<file path="src/rtl/ibex_fp_pkg.sv">
// ibex_fp_pkg
// Shared definitions for the Ibex FP register file and its scoreboard:
// default geometry and the encoding of the protocol-error cause.
package ibex_fp_pkg;

    localparam int unsigned FpRfNumWords  = 32;
    localparam int unsigned FpRfAddrWidth = $clog2(FpRfNumWords);

    // Cause of an err_o pulse. A dual write to one address is reported in
    // preference to a write to a non-pending register.
    typedef enum logic [1:0] {
        ErrNone       = 2'd0,
        ErrDualWrite  = 2'd1,
        ErrNotPending = 2'd2
    } fp_rf_err_e;

endpackage

</file>
<file path="src/rtl/ibex_fp_scoreboard.sv">
// ibex_fp_scoreboard
// Per-register pending bits for the FP register file. A destination is
// reserved at issue and released by the FPU (port A) or LSU (port B)
// writeback. Also produces the pending-register count and a one-cycle
// protocol-error pulse.
//
// Ports:
//   clk_i, rst_ni        clock, asynchronous active-low reset
//   raddr_i              flattened read addresses, NumReadPorts x AddrWidth
//   rbusy_o              per read port: addressed register is pending
//   issue_valid_i/addr_i reservation request and destination
//   issue_ready_o        reservation can be accepted this cycle
//   we_a_i/waddr_a_i     FPU writeback enable/address
//   we_b_i/waddr_b_i     LSU writeback enable/address
//   flush_i              drop every reservation
//   pending_cnt_o        registered count of pending registers
//   err_o                registered one-cycle protocol-error pulse
//
// Build option: IBEX_FP_RF_BYPASS_EN makes a clearing write visible on
// rbusy_o and issue_ready_o in the same cycle as the write.
module ibex_fp_scoreboard
    import ibex_fp_pkg::*;
#(
    parameter int unsigned NumWords     = FpRfNumWords,
    parameter int unsigned NumReadPorts = 3,
    parameter int unsigned AddrWidth    = $clog2(NumWords)
) (
    input  logic                              clk_i,
    input  logic                              rst_ni,
    input  logic [NumReadPorts*AddrWidth-1:0] raddr_i,
    output logic [NumReadPorts-1:0]           rbusy_o,
    input  logic                              issue_valid_i,
    input  logic [AddrWidth-1:0]              issue_addr_i,
    output logic                              issue_ready_o,
    input  logic                              we_a_i,
    input  logic [AddrWidth-1:0]              waddr_a_i,
    input  logic                              we_b_i,
    input  logic [AddrWidth-1:0]              waddr_b_i,
    input  logic                              flush_i,
    output logic [AddrWidth:0]                pending_cnt_o,
    output logic                              err_o
);

    logic [NumWords-1:0] pending_q;
    logic [NumWords-1:0] pending_d;
    logic [NumWords-1:0] clr_vec;
    logic [AddrWidth:0]  cnt_d;
    logic                issue_fire;
    fp_rf_err_e          err_d;
    fp_rf_err_e          err_q;

    // One-hot set of registers released by a writeback this cycle.
    // NOTE: every variable written in an always_comb gets a default first,
    // so no path leaves it unassigned and no latch is inferred.
    always_comb begin
        clr_vec = '0;
        if (we_a_i) clr_vec[waddr_a_i] = 1'b1;
        if (we_b_i) clr_vec[waddr_b_i] = 1'b1;
    end

`ifdef IBEX_FP_RF_BYPASS_EN
    // A register being written back this cycle is already free.
    assign issue_ready_o = !pending_q[issue_addr_i] || clr_vec[issue_addr_i];
`else
    assign issue_ready_o = !pending_q[issue_addr_i];
`endif

    assign issue_fire = issue_valid_i && issue_ready_o;

    for (genvar p = 0; p < NumReadPorts; p++) begin : g_busy
        logic [AddrWidth-1:0] addr;
        assign addr = raddr_i[p*AddrWidth +: AddrWidth];
`ifdef IBEX_FP_RF_BYPASS_EN
        assign rbusy_o[p] = pending_q[addr] && !clr_vec[addr];
`else
        assign rbusy_o[p] = pending_q[addr];
`endif
    end

    // Writebacks release, a new reservation then re-marks (issue wins over a
    // coincident write to the same register), and a flush overrides both.
    always_comb begin
        pending_d = pending_q & ~clr_vec;
        if (issue_fire) pending_d[issue_addr_i] = 1'b1;
        if (flush_i)    pending_d = '0;
    end

    always_comb begin
        err_d = ErrNone;
        if ((we_a_i && !pending_q[waddr_a_i]) || (we_b_i && !pending_q[waddr_b_i])) begin
            err_d = ErrNotPending;
        end
        if (we_a_i && we_b_i && (waddr_a_i == waddr_b_i)) begin
            err_d = ErrDualWrite;
        end
    end

    // Count of the next pending vector so the registered count tracks it.
    always_comb begin
        cnt_d = '0;
        for (int unsigned i = 0; i < NumWords; i++) begin
            cnt_d = cnt_d + {{AddrWidth{1'b0}}, pending_d[i]};
        end
    end

    // NOTE: sequential state uses non-blocking assignments only, so every
    // flop samples the pre-edge values regardless of statement order.
    always_ff @(posedge clk_i or negedge rst_ni) begin
        if (!rst_ni) begin
            pending_q     <= '0;
            pending_cnt_o <= '0;
            err_q         <= ErrNone;
        end else begin
            pending_q     <= pending_d;
            pending_cnt_o <= cnt_d;
            err_q         <= err_d;
        end
    end

    assign err_o = (err_q != ErrNone);

endmodule

</file>
<file path="src/rtl/ibex_fp_regfile_sb.sv">
// ibex_fp_regfile_sb
// Flop-based FP register file with an integrated scoreboard. Reads are
// combinational; two write ports (A: FPU, B: LSU load) land on the next edge,
// with port A taking priority when both target the same register.
//
// Ports:
//   clk_i, rst_ni        clock, asynchronous active-low reset
//   raddr_i / rdata_o    flattened read addresses / read data
//   rbusy_o              per read port: addressed register has a pending write
//   issue_valid_i/addr_i destination reservation request
//   issue_ready_o        reservation accepted this cycle
//   we_a_i/waddr_a_i/wdata_a_i  FPU writeback
//   we_b_i/waddr_b_i/wdata_b_i  LSU load writeback
//   flush_i              drop all reservations
//   pending_cnt_o        number of pending registers
//   err_o                one-cycle protocol-error pulse
//
// Build option: IBEX_FP_RF_BYPASS_EN forwards write data combinationally to
// matching read ports (port A priority) and lets the clearing write show on
// rbusy_o / issue_ready_o in the same cycle.
module ibex_fp_regfile_sb
    import ibex_fp_pkg::*;
#(
    parameter int unsigned          DataWidth    = 32,
    parameter int unsigned          NumWords     = FpRfNumWords,
    parameter int unsigned          NumReadPorts = 3,
    parameter logic [DataWidth-1:0] WordZeroVal  = '0,
    localparam int unsigned         AddrWidth    = $clog2(NumWords)
) (
    input  logic                              clk_i,
    input  logic                              rst_ni,
    input  logic [NumReadPorts*AddrWidth-1:0] raddr_i,
    output logic [NumReadPorts*DataWidth-1:0] rdata_o,
    output logic [NumReadPorts-1:0]           rbusy_o,
    input  logic                              issue_valid_i,
    input  logic [AddrWidth-1:0]              issue_addr_i,
    output logic                              issue_ready_o,
    input  logic                              we_a_i,
    input  logic [AddrWidth-1:0]              waddr_a_i,
    input  logic [DataWidth-1:0]              wdata_a_i,
    input  logic                              we_b_i,
    input  logic [AddrWidth-1:0]              waddr_b_i,
    input  logic [DataWidth-1:0]              wdata_b_i,
    input  logic                              flush_i,
    output logic [AddrWidth:0]                pending_cnt_o,
    output logic                              err_o
);

    logic [DataWidth-1:0] mem_q [NumWords];

    // NOTE: the array is reset explicitly because every register must read
    // WordZeroVal after reset; this forces flops rather than a RAM macro.
    // Port B is written first so a same-address port A write overrides it.
    always_ff @(posedge clk_i or negedge rst_ni) begin
        if (!rst_ni) begin
            for (int unsigned i = 0; i < NumWords; i++) begin
                mem_q[i] <= WordZeroVal;
            end
        end else begin
            if (we_b_i) mem_q[waddr_b_i] <= wdata_b_i;
            if (we_a_i) mem_q[waddr_a_i] <= wdata_a_i;
        end
    end

    for (genvar p = 0; p < NumReadPorts; p++) begin : g_read
        logic [AddrWidth-1:0] addr;
        logic [DataWidth-1:0] rd;
        assign addr = raddr_i[p*AddrWidth +: AddrWidth];
`ifdef IBEX_FP_RF_BYPASS_EN
        always_comb begin
            rd = mem_q[addr];
            if (we_b_i && (waddr_b_i == addr)) rd = wdata_b_i;
            if (we_a_i && (waddr_a_i == addr)) rd = wdata_a_i;
        end
`else
        assign rd = mem_q[addr];
`endif
        assign rdata_o[p*DataWidth +: DataWidth] = rd;
    end

    ibex_fp_scoreboard #(
        .NumWords     (NumWords),
        .NumReadPorts (NumReadPorts),
        .AddrWidth    (AddrWidth)
    ) u_scoreboard (
        .clk_i         (clk_i),
        .rst_ni        (rst_ni),
        .raddr_i       (raddr_i),
        .rbusy_o       (rbusy_o),
        .issue_valid_i (issue_valid_i),
        .issue_addr_i  (issue_addr_i),
        .issue_ready_o (issue_ready_o),
        .we_a_i        (we_a_i),
        .waddr_a_i     (waddr_a_i),
        .we_b_i        (we_b_i),
        .waddr_b_i     (waddr_b_i),
        .flush_i       (flush_i),
        .pending_cnt_o (pending_cnt_o),
        .err_o         (err_o)
    );

endmodule

</file>
<file path="config.mk">
export PLATFORM = sky130hd
export DESIGN_NAME = ibex_fp_regfile_sb
export DESIGN_NICKNAME = d
export VERILOG_FILES = /design/src/rtl/ibex_fp_pkg.sv /design/src/rtl/ibex_fp_scoreboard.sv /design/src/rtl/ibex_fp_regfile_sb.sv
export SDC_FILE = /design/constraint.sdc
export NUM_CORES = 2
export LEC_CHECK = 0
export CAP_MARGIN = 20
export CORE_MARGIN = 2
export CORE_UTILIZATION = 50
export DETAILED_ROUTE_END_ITERATION = 10
export PLACE_DENSITY = 0.67
export SYNTH_ARGS = -nofsm -noshare
export SYNTH_HDL_FRONTEND = slang
export SYNTH_SLANG_ARGS = --single-unit
</file>
<file path="constraint.sdc">
create_clock -name clk_i -period 8.7 [get_ports clk_i]
set_clock_uncertainty 0.05 [all_clocks]
set_input_delay 0.87 -clock clk_i [delete_from_list [all_inputs] [get_ports clk_i]]
set_output_delay 0.87 -clock clk_i [all_outputs]
set_load 0.005 [all_outputs]
</file>
======== Yosys cells after proc, flatten, opt, wreduce, memory -nomap -nowiden ========
Cells that the tools add are included.
word-level totals
  register bits after elaboration ......... 1064
cells by class
  $add $sub $neg .......................... 31
  order comparisons ....................... 16
  equal/unequal tests ..................... 1
  multiplexer cells ....................... 41
  bitwise operators ....................... 9
  reductions and logical operators ........ 15
operators by type and width
  operator                                                     count
  bitwise mux 1024 bit                                         2
  2-to-1 mux 1024 bit                                          2
  binary-select mux 32 bit (select 5 bit)                      3
  2-to-1 mux 32 bit                                            12
  demux 32 bit (select 5 bit)                                  2
  adder 6 x 1 -> 6 bit                                         30
  bitwise OR 32 bit                                            2
  less-than comparator 5 x 6 -> 1 bit (second input constant)  6
  AND 32 bit                                                   1
  inverter 32 bit                                              1
  binary-select mux 1 bit (select 5 bit)                       6
  >= comparator 6 bit (second input constant)                  5
  inverter 5 -> 6 bit                                          5
  demux 1 bit (select 5 bit)                                   3
  >= comparator 5 x 1 -> 1 bit (second input constant)         3
  less-than comparator 6 x 1 -> 1 bit (second input constant)  2
  logical AND 1 bit                                            10
  2-to-1 mux 1 bit                                             9
  == test 5 bit                                                1
  2-to-1 mux 2 bit                                             2
  zero test 1 bit                                              3
  adder 1 x 1 -> 2 bit                                         1
  nonzero test 2 bit                                           1
  logical OR 1 bit                                             1

======== Longest topological paths before layout ========
  word-level depth ........................ 43
  depth in mapped cells ................... 24
  depth with buffers taken out ............ 21

======== Modules after synthesis ========
A second synthesis with hierarchy kept.
unflattened totals
  cells, all modules ...................... 8596
  area total of the unflattened synthesis .. 78734.3 µm²
by module, submodules not included
  module              instances  cells each  area an instance (µm²)
  ibex_fp_regfile_sb  1          8168        74129.8
  ibex_fp_scoreboard  1          428         4604.4

======== Worst setup path after synthesis ========
OpenSTA, ideal clock, no wires.
  path type ............................... input port to flip-flop
  start ................................... input issue_addr_i[1]
  end ..................................... register u_scoreboard.pending_cnt_o[4]
  setup time .............................. 0.080 ns
  arrival time ............................ 6.643 ns
  data required time ...................... 8.570 ns
  setup slack ............................. 1.928 ns
  cell stages on the path ................. 21
  buffers on the path ..................... 2
  path through ............................ buf_6 mux4_2 a22o_1 a221o_1 nor2_4 buf_2 a31oi_1 fa_1 fa_1 inv_1 fa_1 inv_1 fa_1 fa_1 fa_1 fa_1 inv_1 fa_1 a21o_1 a21oi_1 xnor2_1
between the ends
  word-level cells in the longest chain between the ends .. 38
  elaborated cells between the ends (all ways) .. 43
  classes of those cells .................. add/sub: 31; order compare: 2; mux: 6; bitwise: 1; reduce/logical: 3
RTL lines
  element                                                                                                    RTL line                   source
  start, declared                                                                                            ibex_fp_regfile_sb.sv:36   input logic [AddrWidth-1:0] issue_addr_i,
  less-than comparator 5 x 6 -> 1 bit (not written as such) or >= comparator 5 x 1 -> 1 bit (tied branches)  ibex_fp_scoreboard.sv:84   if (issue_fire) pending_d[issue_addr_i] = 1'b1;
  logical AND 1 bit (not written as such)                                                                    ibex_fp_scoreboard.sv:84
  2-to-1 mux 1 bit (not written as such)                                                                     ibex_fp_scoreboard.sv:84
  demux 1 bit (select 5 bit)                                                                                 --
  bitwise OR 32 bit (no source line)                                                                         --
  2-to-1 mux 32 bit (*)                                                                                      ibex_fp_scoreboard.sv:84
  2-to-1 mux 32 bit (*)                                                                                      ibex_fp_scoreboard.sv:85   if (flush_i) pending_d = '0;
  adder 1 x 1 -> 2 bit                                                                                       ibex_fp_scoreboard.sv:102  cnt_d = cnt_d + {{AddrWidth{1'b0}}, pending_d[i]};
  adder 6 x 1 -> 6 bit (29 in series)                                                                        ibex_fp_scoreboard.sv:102
  adder 6 x 1 -> 6 bit (*)                                                                                   ibex_fp_scoreboard.sv:102
  named net u_scoreboard.cnt_d[4]                                                                            ibex_fp_scoreboard.sv:47   logic [AddrWidth:0] cnt_d;
  end signal, assigned                                                                                       ibex_fp_scoreboard.sv:115  pending_cnt_o <= cnt_d;
  end, declared                                                                                              ibex_fp_scoreboard.sv:40   output logic [AddrWidth:0] pending_cnt_o,
The timed path passes the listed nets; every way through them passes the cells marked *. The select of a mux whose other input is x is not followed.

======== Final worst setup path ========
  start ................................... input issue_addr_i[0]
  end ..................................... register u_scoreboard.pending_cnt_o[4]
Same word-level chain as after synthesis.

==> flow_summary_export.csv <==
group,metric,value,unit
outcome,status,"complete, no violations",
pwr,p_clk_frac,0.291,
synthesis,synth_area,75810,µm²
worst_setup_path,regToRegEndpoint,"u_scoreboard.pending_cnt_o[4]",
clock_network,cts_tree,"done",
pwr,p_comb_frac,0.296,
pwr,p_sw_frac,0.3168,
grt,grt_usage,0.3521,
place,portBuffers,206,
clock_network,post_cts_resized,0,
place,dpl_worst_slack,0.7593,ns
place,place.gp.congestion,0.9364,
layout,final_cell_mix,"mux2i_1 (1439), dfrtp_1 (1064), mux4_2 (805)",
layout,syn2layout_area_growth,10.36,%
worst_setup_path,crit_required,9.31,ns
clock_network,htreeDepth,3,
grt,antenna_found_initial,14,
die,fp-row-count,142,
detailed_routing,wl_per_cell,32.20,µm
layout,nets,6577,
die,core,150100,µm²
detailed_routing,route.detailed.drc,0,
synthesis,ys_warn_count,0,
worst_setup_path,reg2reg_depth,19,
worst_setup_path,start_kind,"input pin",
worst_setup_path,cp_top_family,"adder cells",
worst_hold_path,hold_class,"in2async",
grt,grt_max_degree,140,
synthesis,synth-seq-cells,1064,
synthesis,synth_flop_cell,"dfrtp_1",
synthesis,synth_edf_count,0,
worst_setup_path,slowest_stage,"clkdlybuf4s50_1",
worst_setup_path,setup.worst_path.end_class,"flip-flop",
detailed_routing,wl,275.7,mm
die,die_h,393.4,µm
pwr,seqPwrFrac,0.413,
worst_setup_path,path_class,"in2reg",
die,die_w,393.4,µm
clock_network,cts_root_buffer,"clkbuf_16",
pwr,powerDensity,215.2,nW/µm²
timing,min_period,7.274,ns
worst_setup_path,crit_top_cell,"fa_1",
synthesis,netlist.top_cell.by_area,"dfrtp_1",
worst_setup_path,critPathMaxFanout,13,
detailed_routing,dr.pass1.iters,5,
place,hpwl,153.4,mm
detailed_routing,first_iter_violations,8216,
synthesis,avgSynthCellArea,11.26,µm²
pwr,p_int,12.30,mW
layout,drive_above_1_share,0.1998,
pwr,leakage,34.56,nW
grt,grt_pass1_wl,404.0,mm
grt,grt_pass1_vias,58640,
clock_network,cts_hold_buf,0,
worst_setup_path,crit_buf_inv,4,
timing,period_share,0.8361,
layout,final_common_cell,"mux2i_1",
detailed_routing,vias,59480,
die,io_pins,207,
synthesis,yosysUniqueCellTypes,57,
flow_run,cap_viol_max_count,0,
layout,finish.utilization,0.5573,
detailed_routing,ant_nets,0,
worst_setup_path,ff2ff_setup_slack,1.90,ns
worst_setup_path,path_cells,"clkdlybuf4s50_1 > mux4_2 > a22o_1 > a221o_1 > or2_1 > o22a_1 > fa_1 > fa_1 > inv_1 > fa_1 > inv_1 > fa_1 > fa_1 > fa_1 > fa_1 > inv_1 > fa_1 > a21o_1 > a21oi_1 > xnor2_1",
timing,hold_violations,0,
clock_network,clk_pin_slew,0.07,ns
clock_network,cts.sinks,1064,
worst_setup_path,reg2reg_from,"u_scoreboard.pending_q[31]",
synthesis,synth_area_leaders,"dfrtp_1 (35%), mux4_2 (24%), mux2i_1 (19%)",
clock_network,cts_setup_buffers,0,
layout,multiInputGateArea,46150,µm²
timing,worst_slew_pin_slew,1.215,ns
synthesis,yosysSeqAreaShare,0.3512,
grt,grt_remaining_overflow,0,
worst_setup_path,max_stage_delay,0.90,ns
clock_network,cts_buffers,119,
timing,setup_violations,0,
pwr,p_sw,5.703,mW
pwr,peakVddDrop,0.1773,mV
timing,slew-limit-headroom,0.1881,
die,start_util,0.5049,
synthesis,syn-num-nets,6863,
timing,fin_tns_setup,0,ns
timing,report.final.slew_viol_count,0,
die,dieArea,154700,µm²
layout,fill_cells,12360,
timing,fin_ws,1.426,ns
timing,rsz0062_at_grt,"false",
synthesis,synth-async-reset-ratio,1.000,
worst_setup_path,critPathArrivalTime,7.88,ns
timing,max_freq,137.5,MHz
clock_network,clock_path_buffers,3,
layout,seqCellArea,26630,µm²
synthesis,synthCells,6731,
clock_network,clkLatencyLatePin,0.77,ns
synthesis,synth_top_area_share,0.3512,
detailed_routing,viasPerCell,6.946,
flip-flops by register name, indices dropped and copies added (netlist names):
| signal | cells |
|---|---|
| u_scoreboard.pending_q | 32 |
| u_scoreboard.err_q | 2 |
| u_scoreboard.pending_cnt_o | 6 |
| mem_q | 1024 |
metal layers:
metal | GRT usage | wire, µm | up-vias
li1 | - | - | 24770
met1 | 0.4798 | 104300 | 29930
met2 | 0.5181 | 120900 | 4012
met3 | 0.1032 | 36190 | 769
met4 | 0.1672 | 14170 | 10
met5 | 0 | 152 | -
cells by family after synthesis:
family	count (synthesis)	share of synthesized area
fa+ha+maj	32	0.007658
xor+xnor	8	0.0009243
flops	1064	0.3512
buf+inv	858	0.04689
simple gates	1223	0.06549
compound gates	1298	0.09806
mux	2248	0.4298
layout make-up:
type | instances | share of cell area
Antenna cell | 7 | 0.0002094
Clock buffer | 181 | 0.04152
Clock inverter | 35 | 0.005534
Inverter | 37 | 0.001660
Multi-Input combinational cell | 4809 | 0.5517
Sequential cell | 1064 | 0.3183
Tap cell | 2016 | 0.03015
Timing Repair Buffer | 414 | 0.05100
worst max path at each step:
stage                    startpoint                             to  slack, ns  cells after the start
finish              issue_addr_i[0]  u_scoreboard.pending_cnt_o[4]       1.43                     20
global route        issue_addr_i[0]  u_scoreboard.pending_cnt_o[4]       1.17                     20
CTS                 issue_addr_i[1]  u_scoreboard.pending_cnt_o[4]       1.50                     20
detailed placement  issue_addr_i[1]  u_scoreboard.pending_cnt_o[4]       0.76                     20
global placement    issue_addr_i[0]  u_scoreboard.pending_cnt_o[4]       0.79                     20
floorplan           issue_addr_i[1]  u_scoreboard.pending_cnt_o[4]       1.93                     21
cells in the mapped netlist, types with 6 or more instances:
cell,number
nand3b_1,14
mux4_2,805
nor3_1,7
and3_1,7
inv_1,37
clkbuf_1,537
o22ai_1,12
nor2_2,9
a31oi_1,13
a21oi_1,419
a221oi_1,99
a31o_2,16
dfrtp_1,1064
ha_1,8
xnor2_1,6
o22a_1,8
fa_1,24
nor4bb_1,13
buf_1,103
nand3_1,9
nor2_1,458
nor3b_1,8
a22o_1,102
o21ai_1,22
buf_2,141
o21ai_0,588
buf_4,38
mux2i_1,1439
nand2_1,654
nor2b_1,10
stage by stage:
stage | hold WS, ns | area (µm²) | power [mW] | std cells
final | 0.05024 | 83660 | 18.00 | 8563
after global routing | 0.08470 | 83650 | 18.81 | 8560
after CTS | 0.05224 | 83460 | 17.94 | 8549
after detailed placement | 0.5396 | 79520 | 12.73 | 8333
after global placement | 0.5176 | 79080 | 12.42 | 8312
after floorplan | 0.4982 | 75810 | 11.04 | 6731
power by group through the flow:
| stage | combinational (mW) | sequential, mW | clock, mW |
|---|---|---|---|
| floorplan | 3.96 | 7.09 | 0 |
| finish | 5.33 | 7.43 | 5.24 |
| global placement | 5.10 | 7.33 | 0 |
| detailed placement | 5.28 | 7.45 | 0 |
| global route | 5.71 | 7.62 | 5.48 |
| CTS | 5.27 | 7.39 | 5.27 |
worst register-to-register path, stage by stage (launching register included):
cell,delay [ns]
dfrtp_1,0.46
mux4_2,0.51
a22o_1,0.24
a221o_1,0.37
or2_1,0.48
o22a_1,0.32
fa_1,0.50
fa_1,0.52
inv_1,0.05
fa_1,0.47
inv_1,0.06
fa_1,0.52
fa_1,0.43
fa_1,0.51
fa_1,0.17
inv_1,0.07
fa_1,0.45
a21o_1,0.18
a21oi_1,0.19
xnor2_1,0.15
No activity file was read; power rests on OpenSTA's default activity.
